## config.mk

```make
export PLATFORM = sky130hd
export DESIGN_NAME = pw_hash_check
export DESIGN_NICKNAME = d
export VERILOG_FILES = /design/src/rtl/pw_hash_check.sv
export SDC_FILE = /design/constraint.sdc
export NUM_CORES = 1
export LEC_CHECK = 0
export ABC_AREA = 1
export BUFFER_PORTS_ARGS = -buffer_cell sky130_fd_sc_hd__buf_4
export CORE_ASPECT_RATIO = 1.25
export CORE_MARGIN = 1
export CORE_UTILIZATION = 53
export CTS_BUF_LIST = sky130_fd_sc_hd__clkbuf_8
export DETAILED_ROUTE_END_ITERATION = 8
export MAX_ROUTING_LAYER = met4
export PLACE_DENSITY = 0.83
export REMOVE_ABC_BUFFERS = 1
export SLEW_MARGIN = 10
export SYNTH_ARGS = -nofsm -noshare
export SYNTH_HDL_FRONTEND = slang
export SYNTH_SLANG_ARGS = --single-unit
```

## constraint.sdc

```tcl
create_clock -name clk -period 1.9 [get_ports clk]
set_input_delay 0.095 -clock clk [delete_from_list [all_inputs] [get_ports clk]]
set_output_delay 0.095 -clock clk [all_outputs]
set_load 0.01 [all_outputs]
```

## src/rtl/pw_hash_check.sv

```systemverilog
// Password frame checker: CRC-16/0x1021 over WORDS store words, compared to target.
// Define PW_HASH_TIMEOUT_EN to abort frames after TIMEOUT idle cycles.
module pw_hash_check #(
    parameter int WORDS   = 4,
    parameter int TIMEOUT = 16
) (
    input  logic        clk,
    input  logic        reset,
    input  logic        store_valid,
    input  logic [15:0] store_data,
    input  logic [15:0] target,
    input  logic        clear_flags,
    input  logic        result_ready,
    output logic        result_valid,
    output logic [15:0] result_hash,
    output logic        result_match,
    output logic        busy,
    output logic        overflow,
    output logic        timeout_err
);

    if (WORDS < 1 || WORDS > 255) begin : g_bad_words
        $error("pw_hash_check: WORDS out of range");
    end
    if (TIMEOUT < 1 || TIMEOUT > 65535) begin : g_bad_timeout
        $error("pw_hash_check: TIMEOUT out of range");
    end

    typedef enum logic [1:0] {
        IDLE,
        ACCUM,
        DONE
    } state_t;

    localparam logic [7:0] LAST = 8'(WORDS);

    state_t      state, state_nx;
    logic [7:0]  count, count_nx;
    logic [15:0] crc, crc_nx;
    logic [15:0] crc_base, crc_new;
    logic [7:0]  count_new;
    logic        valid_nx, match_nx;
    logic [15:0] hash_nx;
    logic        absorb;
    logic        ovf_set;
    logic        ovf_nx;

    function automatic logic [15:0] crc_word(
        input logic [15:0] c,
        input logic [15:0] w
    );
        logic [15:0] r;
        r = c ^ w;
        for (int i = 0; i < 16; i++) begin
            r = r[15] ? ((r << 1) ^ 16'h1021) : (r << 1);
        end
        return r;
    endfunction

    // A word seen outside ACCUM always starts a fresh frame.
    assign crc_base  = (state == ACCUM) ? crc : 16'hFFFF;
    assign crc_new   = crc_word(crc_base, store_data);
    assign count_new = (state == ACCUM) ? count + 8'd1 : 8'd1;

`ifdef PW_HASH_TIMEOUT_EN
    localparam logic [15:0] GAP_LAST = 16'(TIMEOUT - 1);
    logic [15:0] gap, gap_nx;
    logic        tmo_set;
    logic        tmo_nx;
`endif

    always_comb begin
        state_nx = state;
        count_nx = count;
        crc_nx   = crc;
        valid_nx = result_valid;
        hash_nx  = result_hash;
        match_nx = result_match;
        absorb   = 1'b0;
        ovf_set  = 1'b0;
`ifdef PW_HASH_TIMEOUT_EN
        gap_nx   = gap;
        tmo_set  = 1'b0;
`endif
        unique case (state)
            IDLE: begin
                absorb = store_valid;
            end
            ACCUM: begin
                absorb = store_valid;
`ifdef PW_HASH_TIMEOUT_EN
                if (!store_valid) begin
                    if (gap == GAP_LAST) begin
                        state_nx = IDLE;
                        count_nx = 8'd0;
                        crc_nx   = 16'hFFFF;
                        gap_nx   = 16'd0;
                        tmo_set  = 1'b1;
                    end else begin
                        gap_nx = gap + 16'd1;
                    end
                end
`endif
            end
            DONE: begin
                if (result_ready) begin
                    valid_nx = 1'b0;
                    if (store_valid) begin
                        absorb = 1'b1;
                    end else begin
                        state_nx = IDLE;
                        count_nx = 8'd0;
                        crc_nx   = 16'hFFFF;
                    end
                end else if (store_valid) begin
                    ovf_set = 1'b1;
                end
            end
            default: begin
                state_nx = IDLE;
                count_nx = 8'd0;
                crc_nx   = 16'hFFFF;
            end
        endcase

        if (absorb) begin
            crc_nx   = crc_new;
            count_nx = count_new;
`ifdef PW_HASH_TIMEOUT_EN
            gap_nx   = 16'd0;
`endif
            if (count_new == LAST) begin
                state_nx = DONE;
                valid_nx = 1'b1;
                hash_nx  = crc_new;
                match_nx = (crc_new == target);
            end else begin
                state_nx = ACCUM;
            end
        end
    end

    // Set wins over clear on the sticky flag.
    assign ovf_nx = ovf_set | (overflow & ~clear_flags);

    always_ff @(posedge clk or posedge reset) begin
        if (reset) begin
            state        <= IDLE;
            count        <= 8'd0;
            crc          <= 16'hFFFF;
            result_valid <= 1'b0;
            result_hash  <= 16'd0;
            result_match <= 1'b0;
            overflow     <= 1'b0;
        end else begin
            state        <= state_nx;
            count        <= count_nx;
            crc          <= crc_nx;
            result_valid <= valid_nx;
            result_hash  <= hash_nx;
            result_match <= match_nx;
            overflow     <= ovf_nx;
        end
    end

    assign busy = (state != IDLE);

`ifdef PW_HASH_TIMEOUT_EN
    assign tmo_nx = tmo_set | (timeout_err & ~clear_flags);

    always_ff @(posedge clk or posedge reset) begin
        if (reset) begin
            gap         <= 16'd0;
            timeout_err <= 1'b0;
        end else begin
            gap         <= gap_nx;
            timeout_err <= tmo_nx;
        end
    end
`else
    assign timeout_err = 1'b0;
`endif

endmodule

```

==> impl_metrics.py <==
metrics = {
    "outcome": {
        "outcome": "complete, but fails checks",
        "violations": "setup timing",
    },
    "synth": {
        "yosysWarnings": 0,
        "synth-adder-area-share_pct": 0.365,
        "synthXorXnorAreaFrac_pct": 1.79,
        "synth_area_sq_um": 3430,
        "postSynthAreaPerCell_sq_um": 6.57,
        "yosysUniqueCellTypes": 34,
        "synth-compound-area-share_pct": 8.39,
        "synthSimpleGateAreaFrac_pct": 43.8,
        "syn-instance-count": 522,
        "synth_top_family_by_area": "simple AND/OR/NAND/NOR gates",
        "synth_mux_area_share_pct": 1.31,
        "ys_seq_area_share_pct": 33.4,
        "synth_seq_cells": 45,
    },
    "final_layout": {
        "area.growth.synth_to_final_pct": 62.9,
        "nets": 711,
        "num_antenna_cells": 0,
        "finish.utilization_pct": 90.0,
        "instances_no_fill": 759,
        "drive_above_1_share_pct": 50.0,
    },
    "sta": {
        "fin_crit_sh_pct": 130,
        "setup-tns-final_ps": -10630,
        "layout_setup_ws_ps": -570,
        "drv_slew": 0,
        "max_slew_margin_pct": 61.4,
        "worst-slew-pin-transition_ps": 579,
        "report.final.setup_viol": 39,
        "rsz0062_at_grt": "true",
        "fin_skew_ps": 16.8,
        "fin_crit_ps": 2470,
        "max_freq_mhz": 405,
        "hold_violations": 0,
    },
    "clock_network": {
        "cts_tree": "yes",
        "clk_path_buf_depth": 2,
        "cts_buffers": 5,
        "cts_root_buffer": "clkbuf_8",
        "clock_sinks": 45,
        "htreeDepth": 2,
        "clk_latency_ps": 320,
        "clkSlewWorstSetupHoldPaths_ps": 100,
    },
    "place": {
        "port_buffers": 56,
        "hpwl_um": 8310,
        "pre_cts_ws_ps": -332,
        "dp_cells": 720,
        "place.gp.congestion": 1.01,
    },
    "drt": {
        "vias_per_cell": 6.23,
        "drc": 0,
        "vias": 4725,
        "drtPass1Iterations": 7,
        "avgRoutedWirePerCell_um": 20.7,
        "totalWireLength_um": 15700,
        "drt_iter0_drc": 473,
        "ant_nets": 0,
    },
    "setup_path": {
        "crit_arrival_ps": 2720,
        "crit_path_max_fanout": 12,
        "path_class": "reg2reg",
        "cp_data_required_time_ps": 2150,
        "end_kind": "register",
        "cp-start-kind": "register",
    },
    "die": {
        "core-area_sq_um": 6210,
        "start_util_pct": 55.3,
        "fp-row-count": 32,
        "die_x_um": 74.0,
        "dieArea_sq_um": 6800,
        "pin_count": 58,
        "dieHeight_um": 91.9,
    },
    "power": {
        "p_per_area_nw_per_um2": 1630,
        "peakVddDrop_mv": 0.935,
        "leakage_nw": 2.96,
    },
    "global_route": {
        "antenna_found_initial": 0,
        "grt-ovfl-total": 0,
        "grt_max_degree": 25,
        "grt_pass1_vias": 4137,
        "grt_pass1_wl_um": 19100,
        "gr-usage-all-layers_pct": 37.9,
    },
    "flow_run": {
        "drv_cap": 0,
    },
    "hold_path": {
        "min_path_type": "in2reg",
    },
}
critical path: stages (launching register included):
cell      delay [ps]
dfrtp_1          430
inv_2             70
nor2_4           150
buf_12           160
nand3_1          140
nand2_4          140
buf_4            120
nand2_1           70
nand2_2          100
nand2_4           90
nand2_4          130
nand2_2           70
nand3b_1         120
nand2_1          140
nor2_1           150
nand2_1           70
nor2_1            90
nand3_1           80
nand2_1           60
layout make-up:
type	instances	area [sq um]
Timing Repair Buffer	156	1320
Clock buffer	5	68.8
Multi-Input combinational cell	386	2620
Clock inverter	3	22.5
Tap cell	85	106
Fill cell	276	619
Inverter	79	307
Sequential cell	45	1150
timing repair:
action                                  CTS  global route
buffers inserted                         17            12
pin swaps                                25            27
hold buffers                              2             0
endpoints found under the setup margin   34            42
gates cloned                              1             1
hold endpoints to repair                 30             0
gates resized for setup                  91           107
path summary, 6_finish.rpt:
check,end,slack (ps),start,depth (start not counted)
setup / recovery,result_match,-570,state[0],18
hold / removal,state[1],110,result_ready,4
setup reg to reg,result_match,-570,state[0],18
hold reg to reg,result_hash[5],510,result_hash[5],2
max in group asynchronous,crc[5],1150,reset,4
min in group asynchronous,result_hash[10],420,reset,4
cells in the mapped netlist:
master	n	area share (%)
nand2_1	182	20
inv_1	71	7.8
nand3_1	69	10
dfrtp_1	29	21
nand2_2	27	4.9
nor2_1	19	2.1
o21ai_0	19	2.8
dfstp_2	16	12
o21ai_1	12	1.8
o22ai_1	12	2.2
inv_2	8	0.88
nand3b_1	7	1.5
clkbuf_1	6	0.66
nand3_2	6	1.8
xor2_1	5	1.3
buf_4	4	0.88
mux2_2	4	1.3
nand2_4	4	1.3
a21oi_1	3	0.44
buf_6	2	0.66
nand4_1	2	0.36
nor2_4	2	0.66
xnor2_1	2	0.51
a22o_1	1	0.26
a22oi_1	1	0.22
a32o_1	1	0.29
conb_1	1	0.11
ha_1	1	0.36
nand4_2	1	0.36
nor3_1	1	0.15
nor3_2	1	0.29
nor3b_2	1	0.36
o21bai_1	1	0.22
o2bb2ai_1	1	0.26
per-layer routing:
metal / GRT usage [%] / vias to the layer above / routed length (um)
li1: - / 1963 / -
met1: 43.0 / 2158 / 5120
met2: 63.9 / 435 / 7480
met5: - / - / 0
met4: 19.2 / 0 / 1450
met3: 4.95 / 169 / 1670
metrics by stage:
| stage | total power [mW] | area (sq um) | hold slack (ps) |
|---|---|---|---|
| final | 9.12 | 5590 | 111 |
| after global routing | 9.47 | 5590 | 131 |
| after CTS | 7.45 | 5060 | 43.2 |
| after detailed placement | 6.07 | 4440 | 162 |
| after global placement | 5.94 | 4440 | 157 |
| after floorplan | 4.15 | 3350 | 194 |
cell usage in the layout (no fill, tap or decap), types with 2 or more instances in the layout:
| cell | netlist | layout |
|---|---|---|
| clkbuf_8 | 0 | 5 |
| clkinv_4 | 0 | 3 |
| mux2_2 | 4 | 4 |
| nand2_8 | 0 | 6 |
| o21ai_0 | 19 | 10 |
| nand3b_1 | 7 | 7 |
| o21ai_2 | 0 | 2 |
| nand3_2 | 6 | 20 |
| inv_1 | 71 | 66 |
| dfrtp_1 | 29 | 28 |
| nor2_1 | 19 | 15 |
| xor2_4 | 0 | 2 |
| nand2_2 | 27 | 50 |
| o22ai_1 | 12 | 8 |
| nand2_1 | 182 | 120 |
| nand3_4 | 0 | 9 |
| nor2_4 | 2 | 3 |
| buf_4 | 4 | 131 |
| buf_6 | 2 | 17 |
| o22ai_2 | 0 | 4 |
| a21oi_1 | 3 | 2 |
| buf_12 | 0 | 4 |
| nand4_1 | 2 | 2 |
| nor2_2 | 0 | 3 |
| o21ai_1 | 12 | 19 |
| nand2_4 | 4 | 37 |
| dlygate4sd3_1 | 0 | 2 |
| xnor2_1 | 2 | 2 |
| dfstp_2 | 16 | 16 |
| xor2_1 | 5 | 2 |
| nand3_1 | 69 | 46 |
| inv_2 | 8 | 10 |
report_power, final:
group / switching (mW) / leakage, nW / internal, mW / total, mW
Clock: 0.385 / 0.0481 / 0.262 / 0.648
Combinational: 3.91 / 2.36 / 2.86 / 6.77
Sequential: 0.275 / 0.549 / 1.42 / 1.70
flip-flops by register name, indices dropped and copies added, names as in the netlist:
register      count
overflow          1
result_match      1
result_valid      1
count             8
state             2
result_hash      16
crc              16
cells by family (layout without fill, tap and decap cells):
| logic type | count (synthesis) | count (layout) |
|---|---|---|
| compound gates | 51 | 51 |
| xor+xnor | 7 | 7 |
| fa+ha+maj | 1 | 1 |
| buf+inv | 91 | 243 |
| flops | 45 | 45 |
| mux | 4 | 4 |
| other cells | 1 | 1 |
| simple gates | 322 | 322 |
No activity file was read; power rests on OpenSTA's default activity.
